### src/rtl/strobe_pacer.sv
// Paces bursty single-cycle strobes so output strobes are at least GAP cycles apart.
// Optional dropped-strobe counter is enabled by defining STROBE_PACER_DROP_CNT_EN.
module strobe_pacer #(
    parameter int CNT_W = 8,
    parameter int GAP   = 8
) (
    input  logic             clk,
    input  logic             nrst,
    input  logic             strb_in,
    input  logic             ovf_clr,
    output logic             strb_out,
    output logic [CNT_W-1:0] pending,
    output logic             busy,
    output logic             overflow,
    output logic [15:0]      drop_cnt
);

    generate
        if (GAP < 1 || GAP > 255) begin : g_bad_gap
            $error("strobe_pacer: GAP must be in 1..255");
        end
        if (CNT_W < 2 || CNT_W > 16) begin : g_bad_cnt_w
            $error("strobe_pacer: CNT_W must be in 2..16");
        end
    endgenerate

    localparam logic [7:0] GAP_LOAD = 8'(GAP - 1);

    logic [7:0]       gap_cnt;
    logic             fire;
    logic             full;
    logic             drop;
    logic [CNT_W-1:0] pending_nxt;

    // A strobe arriving at a full counter is only accepted if one leaves on the same edge.
    always_comb begin
        fire        = (pending != '0 || strb_in) && gap_cnt == 8'd0;
        full        = &pending;
        drop        = strb_in && full && !fire;
        pending_nxt = pending;
        if (strb_in && !fire && !full) begin
            pending_nxt = pending + 1'b1;
        end else if (!strb_in && fire) begin
            pending_nxt = pending - 1'b1;
        end
    end

    always_ff @(posedge clk) begin
        if (!nrst) begin
            strb_out <= 1'b0;
            pending  <= '0;
            gap_cnt  <= 8'd0;
            overflow <= 1'b0;
        end else begin
            strb_out <= fire;
            pending  <= pending_nxt;
            if (fire) begin
                gap_cnt <= GAP_LOAD;
            end else if (gap_cnt != 8'd0) begin
                gap_cnt <= gap_cnt - 8'd1;
            end
            // A drop on the same edge as a clear keeps the flag set.
            if (drop) begin
                overflow <= 1'b1;
            end else if (ovf_clr) begin
                overflow <= 1'b0;
            end
        end
    end

    assign busy = (pending != '0);

`ifdef STROBE_PACER_DROP_CNT_EN
    logic [15:0] drop_cnt_q;

    always_ff @(posedge clk) begin
        if (!nrst) begin
            drop_cnt_q <= 16'd0;
        end else if (drop && drop_cnt_q != 16'hFFFF) begin
            drop_cnt_q <= drop_cnt_q + 16'd1;
        end
    end

    assign drop_cnt = drop_cnt_q;
`else
    assign drop_cnt = 16'd0;
`endif

endmodule

### config.mk
export PLATFORM = sky130hd
export DESIGN_NAME = strobe_pacer
export DESIGN_NICKNAME = d
export VERILOG_FILES = /design/src/rtl/strobe_pacer.sv
export SDC_FILE = /design/constraint.sdc
export NUM_CORES = 1
export LEC_CHECK = 0
export CAP_MARGIN = 20
export CORE_MARGIN = 2
export CORE_UTILIZATION = 25
export CTS_CLUSTER_SIZE = 16
export DETAILED_ROUTE_END_ITERATION = 10
export SYNTH_ARGS = -nofsm -noshare
export SYNTH_HDL_FRONTEND = slang
export SYNTH_SLANG_ARGS = --single-unit
export TNS_END_PERCENT = 50
### constraint.sdc
create_clock -name clk -period 2.8 [get_ports clk]
set_input_delay 0.42 -clock clk [delete_from_list [all_inputs] [get_ports clk]]
set_output_delay 0.42 -clock clk [all_outputs]
set_load 0.02 [all_outputs]
# ---- After elaboration in Yosys (flattened, before gate mapping)
# Cells that the tools add are included.
dict set report classes {
  add_sub_neg 3
  muxes 6
  bitwise 1
  reduce_logical 18
}
# op count
set op_table {}
lappend op_table {{$mux 8} 2}
lappend op_table {{$reduce_bool 8->1} 2}
lappend op_table {{$sub 8x1->8 const B} 2}
lappend op_table {{$add 8x1->8 const B} 1}
lappend op_table {{$logic_not 8->1} 1}
lappend op_table {{$reduce_and 8->1} 1}
lappend op_table {{$logic_and 1x1->1} 6}
lappend op_table {{$mux 3} 2}
lappend op_table {{$reduce_bool 2->1} 3}
lappend op_table {{$logic_not 1->1} 3}
lappend op_table {{$mux 1} 2}
lappend op_table {{$reduce_or 2->1} 1}
lappend op_table {{$logic_or 1x1->1} 1}
lappend op_table {{$not 1->1} 1}
dict set report totals {
  ff_bits 18
  inputBits 4
  word_cells 33
}

# ---- Longest topological paths before layout
# Gate-level depths: netlist of the first run.
dict set report depth {
  depth_word 7
  mapped_depth 10
  mapped_depth_nobuf 10
}

# ---- Worst setup path before layout of the first run
# No wires, ideal clock.
dict set report synth_timing {
  path_type {reg-to-reg}
  startpoint {register gap_cnt[0]}
  endpoint {register pending[7]}
  setup_time_ns 0.072
  t_arrival_ns 2.506
  slack_ns 0.222
  stages_incl_launch_ff 11
  path_buffers 0
  period_less_slack_ns 2.578
  path_cell_list {dfxtp_1 -> inv_1 -> ha_1 -> a31oi_1 -> nand2_1 -> ha_1 -> a211oi_1 -> o211ai_1 -> a211oi_1 -> a41o_1 -> mux2i_1}
}
dict set report synth_via {
  elab_chain_cells 6
}
# item line
set synth_rtl {}
lappend synth_rtl {{from (decl)} 29} ;# logic [7:0] gap_cnt;
lappend synth_rtl {{from (signal assigned)} 60} ;# gap_cnt <= gap_cnt - 8'd1;
lappend synth_rtl {{$logic_not 8->1 (*)} 37} ;# fire = (pending != '0 || strb_in) && gap_cnt == 8'd0;
lappend synth_rtl {{$logic_and 1x1->1 (*)} 37}
lappend synth_rtl {{$logic_not 1->1} 41} ;# if (strb_in && !fire && !full) begin
lappend synth_rtl {{$logic_and 1x1->1 (2 in a row)} 41}
lappend synth_rtl {{$mux 8 / $reduce_bool 2->1 (equally long branches)} -}
lappend synth_rtl {{to (signal assigned)} 56} ;# pending <= pending_nxt;
lappend synth_rtl {{to (decl)} 12} ;# output logic [CNT_W-1:0] pending,
# Every way passes the cells marked *; elsewhere a longest branch is shown, timed or not.
# A chain may end at the register's enable or synchronous reset.

# ---- Final worst setup path of the first run
# Ends and elaborated chain as after synthesis.

==> results.md, run 1 <==
| Metric | This run | Unit |
|:---|:---|:---|
| Dominant cells by area after synthesis | sky130_fd_sc_hd__dfxtp_1, sky130_fd_sc_hd__buf_4, sky130_fd_sc_hd__ha_1, sky130_fd_sc_hd__mux2i_1, sky130_fd_sc_hd__nor2_1 | - |
| Setup crit start | gap_cnt[0] | - |
| Router iterations before antenna repair | 4 | - |
| Final HPWL DP | 1820 | µm |
| Slowest stage delay, CP | 0.39 | ns |
| Share of Yosys cell area claimed by the top area cell type | 0.297 | - |
| Overflow left after global routing | 0 | - |
| Source of the worst hold timing path | gap_cnt[7] | - |
| Number of inserted diodes | 0 | - |
| Nets | 173 | - |
| Number of global-route vias before repair | 880 | - |
| Fin. Hold Viols | 0 | - |
| Worst path buffer plus inverter count | 2 | - |
| Deepest level of the CTS H-tree | 1 | - |
| Multi-input gate area | 774 | µm² |
| Pre-CTS setup slack | 0.00896 | ns |
| Post-route setup TNS | 0 | ns |
| Vias after detailed routing | 980 | - |
| Average wire length per cell after detail routing | 11.3 | µm |
| Die outline width | 73.7 | µm |
| Worst Skew | 0.0106 | ns |
| TritonCTS clock tree | built | - |
| Worst path cell trace | inv_1 -> ha_1 -> a31oi_1 -> nand2_2 -> buf_4 -> ha_1 -> a21oi_1 -> o211ai_1 -> a211oi_1 -> a41o_1 -> mux2i_1 | - |
| Fill cell count | 505 | - |
| Primary FF master, synth | sky130_fd_sc_hd__dfxtp_1 | - |
| Ratio of cells with drive above 1 in the final layout | 0.0943 | - |
| Port Buffers | 14 | - |
| Max-cap violations | 0 | - |
| Clock tree sinks | 18 | - |
| Uppermost layer routed | met4 | - |
| Internal power | 0.946 | mW |
| Register area share after synthesis | 0.297 | - |
| Leakage power figure | 0.611 | nW |
| Power share of the combinational group | 0.600 | - |
| Number of cells produced by synthesis | 140 | - |
| Met2 wire length | 998 | µm |
| Worst EP arrival | 2.71 | ns |
| Global placement routability congestion | 0.802 | - |
| Net Sw Frac | 0.435 | - |
| Number of storage elements in the synthesis netlist | 18 | - |
| Tmin final | 2.51 | ns |
| Crit path top cell by count | sky130_fd_sc_hd__ha_1 | - |
| Setup slack after layout | 0.290 | ns |
| Die area | 0.00543 | mm² |
| Row count | 25 | - |
| Fmax | 0.398 | GHz |
| Worst voltage drop across the vdd grid | 533 | µV |
| Ports placed on the boundary | 31 | - |
| All-Layer GR Usage | 0.0982 | - |
| Part of the power in registers | 0.269 | - |
| Total length of routed wires | 2420 | µm |
| Fraction of the cycle the final worst path needs | 0.897 | - |
| Switching Power | 0.730 | mW |
| Number of antenna violations at the first check in global routing | 0 | - |
| Area growth from synthesis to layout | 18.1 | % |
| Number of pins with negative max-slew slack in the final report | 0 | - |
| PD cells | 1170 | mW/mm² |
| Startpoint Class | flip-flop | - |
| Remaining antenna violation count after routing | 0 | - |
| Std-Cell Core Area | 0.00469 | mm² |
| Portion of total power attributed to the clock network | 0.132 | - |
| Clock slew seen by the registers of the worst setup and hold paths | 0.08 | ns |
| Data required time at the worst endpoint | 3.00 | ns |
| Number of warnings printed during yosys synthesis | 0 | - |
| Global-route wire length before repair | 4060 | µm |
| Clock buffers created by TritonCTS | 3 | - |
| Clock Root Buffer | sky130_fd_sc_hd__clkbuf_8 | - |
| Die height | 73.7 | µm |
| Met3 Wirelength | 118 | µm |
| Clock network latency to the later pin of the worst-skew pair | 0.26 | ns |
| Reg2reg start | gap_cnt[0] | - |
| Synthesized area divided by synthesized cell count | 8.68 | µm² |
| Worst-case clock buffer depth | 2 | - |
| Unrepaired setup endpoints after global routing | false | - |
| Slew at the pin closest to its max-slew limit | 0.620 | ns |
| Iteration-0 DRC Markers | 23 | - |
| Max stage delay cell, worst path | sky130_fd_sc_hd__dfxtp_1 | - |
| Post-synth EDFFs | 0 | - |
| Relative max-transition margin | 0.583 | - |
| Most area-hungry cell type in the Yosys netlist | sky130_fd_sc_hd__dfxtp_1 | - |
| Number of setup violations in the final report | 0 | - |
| Vias per cell | 4.60 | - |
| FF+latch area | 360 | µm² |
| Critical Setup Path Class | flip-flop to flip-flop | - |
| Share of synthesized flip-flops with an asynchronous set or reset | 0 | - |
| Status | finished, final reports clean | - |
| Top fanout value on the critical path | 5 | - |
| Element type at the critical path end | flip-flop | - |
| Synth unique cells | 35 | - |
| Initial core utilization | 0.259 | - |
| Type of the most critical hold path | flip-flop to flip-flop | - |
| Routed met1 length | 1240 | µm |
| Area of the mapped netlist | 0.00121 | mm² |
| Family with the most delay on the worst path | compound AO/OA/AOI/OAI gates | - |
| Pin count of the biggest net entering global routing | 13 | - |
| Post-route DRC | 0 | - |
[cells by family after synthesis]
family                     synth area share
adders and majority gates            0.0989
and+or+nand+nor                       0.201
AOI/OAI and AO/OA                     0.176
buffers and inverters                 0.114
xor gates and xnor gates             0.0433
muxes                                0.0669
other                               0.00309
DFF                                   0.297
[power groups by stage]
stage	Combinational, mW	Clock (mW)	Sequential, mW
4_1_cts	1.01	0.231	0.449
5_1_grt	1.13	0.238	0.467
6_report	1.01	0.221	0.450
3_3_place_gp	1.00	0	0.456
3_5_place_dp	1.00	0	0.454
2_1_floorplan	0.725	0	0.482
[tightest hold or removal path, cell delays in order (launching register included)]
cell,delay (ns)
sky130_fd_sc_hd__dfxtp_1,0.32
sky130_fd_sc_hd__nand2_1,0.05
sky130_fd_sc_hd__a21oi_1,0.05
[flip-flops by register name (all words and copies together) (netlist names)]
signal	flops
pending	8
strb_out	1
overflow	1
gap_cnt	8
[routing by layer]
metal	GRT usage	vias to the layer above
li1	-	509
met1	0.135	437
met2	0.141	29
met3	0.0219	5
met4	0.0545	0
met5	0	-
[placed cells by master (no fill, tap or decap), types with 4 or more instances in the layout]
| master | n |
|---|---|
| sky130_fd_sc_hd__mux2i_1 | 7 |
| sky130_fd_sc_hd__xor2_1 | 5 |
| sky130_fd_sc_hd__inv_1 | 4 |
| sky130_fd_sc_hd__clkbuf_8 | 4 |
| sky130_fd_sc_hd__o21ai_0 | 4 |
| sky130_fd_sc_hd__dfxtp_1 | 18 |
| sky130_fd_sc_hd__clkdlybuf4s50_1 | 14 |
| sky130_fd_sc_hd__a21oi_1 | 7 |
| sky130_fd_sc_hd__a211oi_1 | 7 |
| sky130_fd_sc_hd__conb_1 | 16 |
| sky130_fd_sc_hd__ha_1 | 8 |
| sky130_fd_sc_hd__nor2_1 | 18 |
| sky130_fd_sc_hd__nand2_1 | 9 |
[cells in the mapped netlist (2+ instances only)]
cell,instances
sky130_fd_sc_hd__nand4_1,2
sky130_fd_sc_hd__nor4_1,2
sky130_fd_sc_hd__a21oi_1,7
sky130_fd_sc_hd__nand2b_1,2
sky130_fd_sc_hd__a21o_2,2
sky130_fd_sc_hd__nand3_1,2
sky130_fd_sc_hd__nor2b_1,3
sky130_fd_sc_hd__o21ai_0,4
sky130_fd_sc_hd__xor2_1,5
sky130_fd_sc_hd__buf_4,16
sky130_fd_sc_hd__a211oi_1,7
sky130_fd_sc_hd__o211ai_1,2
sky130_fd_sc_hd__nor2_1,18
sky130_fd_sc_hd__nand2_1,10
sky130_fd_sc_hd__mux2i_1,7
sky130_fd_sc_hd__dfxtp_1,18
sky130_fd_sc_hd__inv_1,4
sky130_fd_sc_hd__nor3_1,3
sky130_fd_sc_hd__ha_1,8
sky130_fd_sc_hd__or3_1,2
sky130_fd_sc_hd__a21o_1,2
[through the flow]
step	cells	power, mW	utilization	hold WS (ns)	area [µm²]
6_report	213	1.68	0.306	0.473	1440
5_1_grt	213	1.83	0.306	0.526	1440
4_1_cts	213	1.69	0.305	0.473	1430
3_5_place_dp	209	1.46	0.294	0.462	1380
3_3_place_gp	209	1.46	0.294	0.461	1380
2_1_floorplan	155	1.21	-	0.445	1270
[worst paths after layout]
kind         cells past startpoint         end  slack (ns)
min                              2  gap_cnt[7]        0.47
max                             11  pending[7]        0.29
min reg2reg                      2  gap_cnt[7]        0.47
max reg2reg                     11  pending[7]        0.29
[what timing repair did]
action | CTS | global route
setup buffers | 0 | 0
hold endpoints to repair | 0 | 0
setup endpoints to repair | 0 | 1
resized for setup | 0 | 1
hold buffers | 0 | 0
[layout make-up]
cell class / instances / area share
clock buffers: 4 / 0.0384
inverters: 4 / 0.0105
multi-input cells: 116 / 0.540
flip-flops and latches: 18 / 0.251
well taps: 54 / 0.0471
repair buffers: 17 / 0.113
Note: power is estimated with default switching activity, not from simulation.
==> run 2: changes to the inputs <==
--- a/config.mk
+++ b/config.mk
@@ -7,9 +7,11 @@
 export LEC_CHECK = 0
 export CAP_MARGIN = 20
 export CORE_MARGIN = 2
-export CORE_UTILIZATION = 25
+export CORE_UTILIZATION = 48
+export CTS_BUF_LIST = sky130_fd_sc_hd__clkbuf_16
 export CTS_CLUSTER_SIZE = 16
 export DETAILED_ROUTE_END_ITERATION = 10
+export PLACE_DENSITY = 0.79
 export SYNTH_ARGS = -nofsm -noshare
 export SYNTH_HDL_FRONTEND = slang
 export SYNTH_SLANG_ARGS = --single-unit
==> run 2 against run 1 <==
Effect of this change: via count up 3.6%; die area down 46%; routed wire length up 5.2%; combinational power up 5%; setup slack worse by 0.034 ns; sequential power down 2%; critical endpoint unchanged.
==> results.md, run 2 (same netlist as run 1, synthesis figures left out) <==
| Metric | This run | Unit | Delta |
|:---|:---|:---|:---|
| Capture endpoint of the worst hold path | gap_cnt[0] | - |  |
| Setup slack after layout | 0.255 | ns | -0.0341 ns |
| Unrepaired setup endpoints after global routing | false | - |  |
| Post-CTS repair timing setup buffer count | 0 | - | unchanged |
| Nets | 174 | - | +0.58% |
| Vias per cell | 5.34 | - | +16% |
| Worst-case clock buffer depth | 2 | - | unchanged |
| Number of antenna violations at the first check in global routing | 0 | - | unchanged |
| Global-route wire length before repair | 4150 | µm | +2.0% |
| Multi-input gate area | 791 | µm² | +2.1% |
| Relative max-transition margin | 0.614 | - | +0.0312 |
| Status | finished, final reports clean | - |  |
| Clock network latency to the later pin of the worst-skew pair | 0.25 | ns | about the same |
| PD cells | 1240 | mW/mm² | +5.8% |
| Clock tree sinks | 18 | - | unchanged |
| Fmax | 0.393 | GHz | -1.3% |
| Switching Power | 0.768 | mW | +5.3% |
| Fill cell count | 219 | - | -57% |
| Data required time at the worst endpoint | 2.97 | ns | -0.03 ns |
| Element type at the critical path end | flip-flop | - |  |
| Power share of the combinational group | 0.592 | - | -0.008 |
| Number of pins with negative max-slew slack in the final report | 0 | - | unchanged |
| Startpoint Class | input pin | - |  |
| Clock Root Buffer | sky130_fd_sc_hd__clkbuf_16 | - |  |
| Router iterations before antenna repair | 4 | - | unchanged |
| Worst EP arrival | 2.72 | ns | about the same |
| Worst hold path depth | 1 | - | -1 |
| Overall power consumption | 1.80 | mW | +7.1% |
| Die area | 0.00295 | mm² | -46% |
| Global placement routability congestion | 0.815 | - | +1.6% |
| Pin count of the biggest net entering global routing | 13 | - | unchanged |
| R2r setup slk | 0.27 | ns | -0.02 ns |
| Area growth from synthesis to layout | 19.7 | % |  |
| RR Endpoint | pending[7] | - |  |
| Number of global-route vias before repair | 953 | - | +8.3% |
| Row count | 18 | - | -28% |
| Iteration-0 DRC Markers | 16 | - | -30% |
| Reg2reg start | pending[1] | - |  |
| Number of setup violations in the final report | 0 | - | unchanged |
| Overflow left after global routing | 0 | - | unchanged |
| Total length of routed wires | 2540 | µm | +5.2% |
| Post-route setup TNS | 0 | ns | unchanged |
| Clock slew seen by the registers of the worst setup and hold paths | 0.05 | ns | -0.03 ns |
| Die height | 54.3 | µm | -26% |
| Fraction of the cycle the final worst path needs | 0.909 | - | +0.0122 |
| Type of the most critical hold path | flip-flop to flip-flop | - |  |
| All-Layer GR Usage | 0.199 | - | +0.100 |
| Worst Skew | 0.000730 | ns | -0.00987 ns |
| Port Buffers | 14 | - | unchanged |
| Pre-CTS setup slack | -0.128 | ns | -0.137 ns |
| Hold WS | 0.484 | ns | +0.0116 ns |
| Top Registers | gap_cnt x8, pending x8 | - |  |
| DP Area | 0.00136 | mm² | -1.6% |
| Source of the worst hold timing path | gap_cnt[0] | - |  |
| Internal power | 1.03 | mW | +8.6% |
| Average wire length per cell after detail routing | 13.4 | µm | +18% |
| Die outline width | 54.3 | µm | -26% |
| Ports placed on the boundary | 31 | - | unchanged |
| Final Instance Area | 0.00145 | mm² | +1.3% |
| Post-route DRC | 0 | - | unchanged |
| FF+latch area | 362 | µm² | +0.35% |
| Most frequent cells in the layout | sky130_fd_sc_hd__nor2_1, sky130_fd_sc_hd__dfxtp_1, sky130_fd_sc_hd__conb_1 | - |  |
| Deepest level of the CTS H-tree | 1 | - | unchanged |
| Portion of total power attributed to the clock network | 0.161 | - | +0.029 |
| Leakage power figure | 0.629 | nW | +2.8% |
| Setup crit start | strb_in | - |  |
| R2R cell count | 9 | - | -2 |
| Number of inserted diodes | 0 | - | unchanged |
| Most common cell after layout, fill and taps aside | sky130_fd_sc_hd__nor2_1 | - |  |
| Remaining antenna violation count after routing | 0 | - | unchanged |
| Critical Setup Path Class | input pin to flip-flop | - |  |
| Initial core utilization | 0.499 | - | +0.241 |
| Ratio of cells with drive above 1 in the final layout | 0.119 | - | +0.0244 |
| Tmin final | 2.54 | ns | +0.0341 ns |
| Std-Cell Core Area | 0.00243 | mm² | -48% |
| Slew at the pin closest to its max-slew limit | 0.574 | ns | -0.0463 ns |
| Part of the power in registers | 0.246 | - | -0.023 |
| Clock buffers created by TritonCTS | 3 | - | unchanged |
| Vias after detailed routing | 1,015 | - | +3.6% |
| Top fanout value on the critical path | 6 | - | +1 |
| Final HPWL DP | 1880 | µm | +3.3% |
| Net Sw Frac | 0.428 | - | -0.00764 |
| Fin. Hold Viols | 0 | - | unchanged |
| Max-cap violations | 0 | - | unchanged |
| Worst voltage drop across the vdd grid | 693 | µV | +30% |
| TritonCTS clock tree | built | - |  |
[run 2: cell types whose count changed in the layout (fill, tap and decap cells not counted), sizes merged]
cell,delta
buf,+1
clkbuf,-1
clkinv,+1
[run 2: area by class of cell]
class | count | area share
Clock buffer | 3 | 0.0516
Clock inverter | 1 | 0.00258
Inverter | 4 | 0.0103
Multi-Input combinational cell | 116 | 0.544
Sequential cell | 18 | 0.249
Tap cell | 30 | 0.0258
Timing Repair Buffer | 18 | 0.117
[run 2: critical path, cell delays in order]
cell                              delay [ns]
sky130_fd_sc_hd__clkdlybuf4s50_1        0.48
sky130_fd_sc_hd__inv_1                  0.07
sky130_fd_sc_hd__a31oi_2                0.21
sky130_fd_sc_hd__nand2_2                0.15
sky130_fd_sc_hd__ha_1                   0.34
sky130_fd_sc_hd__a211oi_2               0.26
sky130_fd_sc_hd__o211ai_1               0.18
sky130_fd_sc_hd__a211oi_2               0.26
sky130_fd_sc_hd__a41o_1                 0.14
sky130_fd_sc_hd__mux2i_1                0.20
[run 2: worst max path at each step]
stage                             to  slack (ns)  cells past startpoint
after CTS                 pending[7]        0.04                     10
after floorplan           pending[7]        0.22                     10
after detailed placement  pending[7]       -0.13                     10
after global placement    pending[7]        0.09                     10
after global routing      pending[7]        0.06                     10
final                     pending[7]        0.26                     10
[run 2: power by group through the flow]
stage | clock network [mW] | logic (mW) | registers (mW)
after global placement | 0 | 0.988 | 0.440
after floorplan | 0 | 0.725 | 0.482
after CTS | 0.295 | 1.04 | 0.441
final | 0.290 | 1.06 | 0.442
after global routing | 0.304 | 1.17 | 0.457
after detailed placement | 0 | 1.03 | 0.446
[run 2: metal layers]
| metal | global-route usage | wire length (µm) | part of all wire |
|---|---|---|---|
| met5 | 0 | 0 | 0 |
| met4 | 0.0750 | 46 | 0.018 |
| met3 | 0.0519 | 103 | 0.041 |
| met2 | 0.355 | 1310 | 0.52 |
| met1 | 0.223 | 1080 | 0.42 |
[run 2: per-stage QoR]
stage	cells	utilization
global route	190	0.598
floorplan	155	-
global placement	186	0.557
detailed placement	186	0.557
CTS	190	0.590
finish	190	0.598
[run 2: what timing repair did]
action                                  CTS  global route
resized for setup                         0             5
endpoints found under the setup margin    0             1
hold buffers                              0             0
==> run 3: changes to the inputs <==
--- a/config.mk
+++ b/config.mk
@@ -6,12 +6,10 @@
 export NUM_CORES = 1
 export LEC_CHECK = 0
 export CAP_MARGIN = 20
-export CORE_MARGIN = 2
-export CORE_UTILIZATION = 48
+export CORE_UTILIZATION = 30
 export CTS_BUF_LIST = sky130_fd_sc_hd__clkbuf_16
 export CTS_CLUSTER_SIZE = 16
 export DETAILED_ROUTE_END_ITERATION = 10
-export PLACE_DENSITY = 0.79
 export SYNTH_ARGS = -nofsm -noshare
 export SYNTH_HDL_FRONTEND = slang
 export SYNTH_SLANG_ARGS = --single-unit
==> run 3 against run 2 <==
Effect of this change: critical path depth unchanged; critical endpoint unchanged; maximum frequency is 2.1% lower; routed wire length decreased by 0.87%; sequential power about the same; worst hold slack lost 0.019 ns; highest routed layer unchanged; flip-flop and latch count is the same.
==> results.md, run 3 (same netlist as run 1, synthesis figures left out) <==
| Metric | This run | Unit | Delta |
|:---|:---|:---|:---|
| Status | finished, final reports clean | - |  |
| Clock Root Buffer | sky130_fd_sc_hd__clkbuf_16 | - |  |
| Vias after detailed routing | 982 | - | -3.3% |
| Iteration-0 DRC Markers | 30 | - | +14 |
| Ratio of cells with drive above 1 in the final layout | 0.100 | - | -0.0187 |
| Critical Setup Path Class | flip-flop to flip-flop | - |  |
| Ports placed on the boundary | 31 | - | unchanged |
| Relative max-transition margin | 0.602 | - | -0.0114 |
| Setup slack after layout | 0.201 | ns | -0.0547 ns |
| Post-route DRC | 0 | - | unchanged |
| Top Registers | gap_cnt x8, pending x8 | - |  |
| Number of buffers added to fix hold violations after cts | 0 | - | unchanged |
| Row count | 22 | - | +4 |
| Worst voltage drop across the vdd grid | 525 | µV | -24% |
| Portion of total power attributed to the clock network | 0.163 | - | +0.002 |
| Clock network latency to the later pin of the worst-skew pair | 0.25 | ns | about the same |
| Clock slew seen by the registers of the worst setup and hold paths | 0.05 | ns | about the same |
| Die area | 0.00431 | mm² | +46% |
| Resized cells post-CTS | 0 | - | unchanged |
| Die outline width | 65.6 | µm | +21% |
| Fraction of the cycle the final worst path needs | 0.928 | - | +0.0195 |
| Most frequent cells in the layout | sky130_fd_sc_hd__nor2_1, sky130_fd_sc_hd__dfxtp_1, sky130_fd_sc_hd__conb_1 | - |  |
| Remaining antenna violation count after routing | 0 | - | unchanged |
| Met3 Wirelength | 76 | µm | -26% |
| Final HPWL DP | 1880 | µm | about the same |
| All-Layer GR Usage | 0.128 | - | -0.0707 |
| Std-Cell Core Area | 0.00377 | mm² | +55% |
| R2R cell count | 10 | - | +1 |
| Router iterations before antenna repair | 4 | - | unchanged |
| Net Sw Frac | 0.426 | - | -0.00219 |
| Startpoint Class | flip-flop | - |  |
| Port Buffers | 14 | - | unchanged |
| Tmin final | 2.60 | ns | +0.0547 ns |
| Number of global-route vias before repair | 941 | - | -1.3% |
| Type of the most critical hold path | flip-flop to flip-flop | - |  |
| TritonCTS clock tree | built | - |  |
| Clock tree sinks | 18 | - | unchanged |
| Internal power | 1.02 | mW | -0.78% |
| Met2 wire length | 1290 | µm | -2.2% |
| Max-cap violations | 0 | - | unchanged |
| Nets | 174 | - | unchanged |
| Global-route wire length before repair | 4240 | µm | +2.2% |
| Deepest level of the CTS H-tree | 1 | - | unchanged |
| Average wire length per cell after detail routing | 12.1 | µm | -9.4% |
| Number of pins with negative max-slew slack in the final report | 0 | - | unchanged |
| Hold WS | 0.465 | ns | -0.0194 ns |
| Data required time at the worst endpoint | 2.98 | ns | about the same |
| Top fanout value on the critical path | 6 | - | unchanged |
| Part of the power in registers | 0.248 | - | +0.002 |
| Switching Power | 0.755 | mW | -1.7% |
| Post-CTS repair timing setup buffer count | 0 | - | unchanged |
| Overflow left after global routing | 0 | - | unchanged |
| Clock buffers created by TritonCTS | 3 | - | unchanged |
| Number of antenna violations at the first check in global routing | 0 | - | unchanged |
| Initial core utilization | 0.322 | - | -0.177 |
| Uppermost layer routed | met4 | - |  |
| Fill cell count | 384 | - | +75% |
| DP Area | 0.00138 | mm² | +1.7% |
| Pre-CTS setup slack | -0.0266 | ns | +0.102 ns |
| Area growth from synthesis to layout | 20.6 | % |  |
| Global placement routability congestion | 0.852 | - | +4.5% |
| Die height | 65.6 | µm | +21% |
| Leakage power figure | 0.627 | nW | -0.32% |
| Number of inserted diodes | 0 | - | unchanged |
| Worst-case clock buffer depth | 2 | - | unchanged |
| Pin count of the biggest net entering global routing | 13 | - | unchanged |
| Fin. Hold Viols | 0 | - | unchanged |
| Post-route setup TNS | 0 | ns | unchanged |
| Worst hold path depth | 2 | - | +1 |
| Power share of the combinational group | 0.589 | - | -0.003 |
| Worst Skew | 0.00380 | ns | +0.00307 ns |
| Final Instance Area | 0.00147 | mm² | +0.78% |
| PD cells | 1210 | mW/mm² | -1.9% |
| Worst EP arrival | 2.78 | ns | +0.06 ns |
| Routed met1 length | 1140 | µm | +5.9% |
| Number of setup violations in the final report | 0 | - | unchanged |
| Fmax | 0.385 | GHz | -2.1% |
| Slew at the pin closest to its max-slew limit | 0.591 | ns | +0.0169 ns |
| Total length of routed wires | 2520 | µm | -0.87% |
| Vias per cell | 4.72 | - | -12% |
| Element type at the critical path end | flip-flop | - |  |
-- run 3: cell types whose count changed in the layout (fill, tap and decap cells not counted) --
| cell | before | now |
|---|---|---|
| sky130_fd_sc_hd__a211oi_1 | 5 | 7 |
| sky130_fd_sc_hd__a211oi_2 | 2 | 0 |
| sky130_fd_sc_hd__dfxtp_1 | 17 | 18 |
| sky130_fd_sc_hd__dfxtp_2 | 1 | 0 |
-- run 3: path summary, 6_finish.rpt --
path              slack, ns    endpoint  startpoint
hold / removal         0.46  gap_cnt[7]  gap_cnt[7]
hold reg to reg        0.46  gap_cnt[7]  gap_cnt[7]
setup reg to reg       0.20  pending[7]  gap_cnt[0]
setup / recovery       0.20  pending[7]  gap_cnt[0]
-- run 3: power by group through the flow --
stage          Combinational, mW  Clock [mW]  Sequential (mW)
6_report                    1.05       0.290            0.439
3_5_place_dp                1.03           0            0.444
2_1_floorplan              0.725           0            0.482
3_3_place_gp                1.00           0            0.441
4_1_cts                     1.04       0.297            0.440
5_1_grt                     1.15       0.306            0.454
-- run 3: per-layer routing --
metal / GRT usage / vias to the layer above
met4: 0.0245 / 0
met5: 0 / -
met1: 0.151 / 461
met3: 0.0382 / 2
li1: - / 507
met2: 0.226 / 12
-- run 3: worst max-delay path: stages (launching register included) --
cell	delay (ns)
sky130_fd_sc_hd__dfxtp_1	0.40
sky130_fd_sc_hd__inv_1	0.11
sky130_fd_sc_hd__ha_1	0.26
sky130_fd_sc_hd__a31oi_2	0.20
sky130_fd_sc_hd__nand2_2	0.15
sky130_fd_sc_hd__ha_1	0.32
sky130_fd_sc_hd__a211oi_1	0.31
sky130_fd_sc_hd__o211ai_1	0.18
sky130_fd_sc_hd__a211oi_1	0.29
sky130_fd_sc_hd__a41o_1	0.15
sky130_fd_sc_hd__mux2i_1	0.17
-- run 3: area by class of cell --
cell class | count | area, µm² | area share
Clock buffer | 3 | 75.1 | 0.0512
Sequential cell | 18 | 360 | 0.246
Tap cell | 48 | 60.1 | 0.0410
Clock inverter | 1 | 3.75 | 0.00256
Inverter | 4 | 15.0 | 0.0102
Multi-Input combinational cell | 116 | 781 | 0.533
Timing Repair Buffer | 18 | 170 | 0.116
-- run 3: metrics by stage --
step,utilization,std cells,total power [mW]
3_5_place_dp,0.365,204,1.47
2_1_floorplan,-,155,1.21
3_3_place_gp,0.365,204,1.44
5_1_grt,0.389,208,1.91
6_report,0.389,208,1.78
4_1_cts,0.386,208,1.77
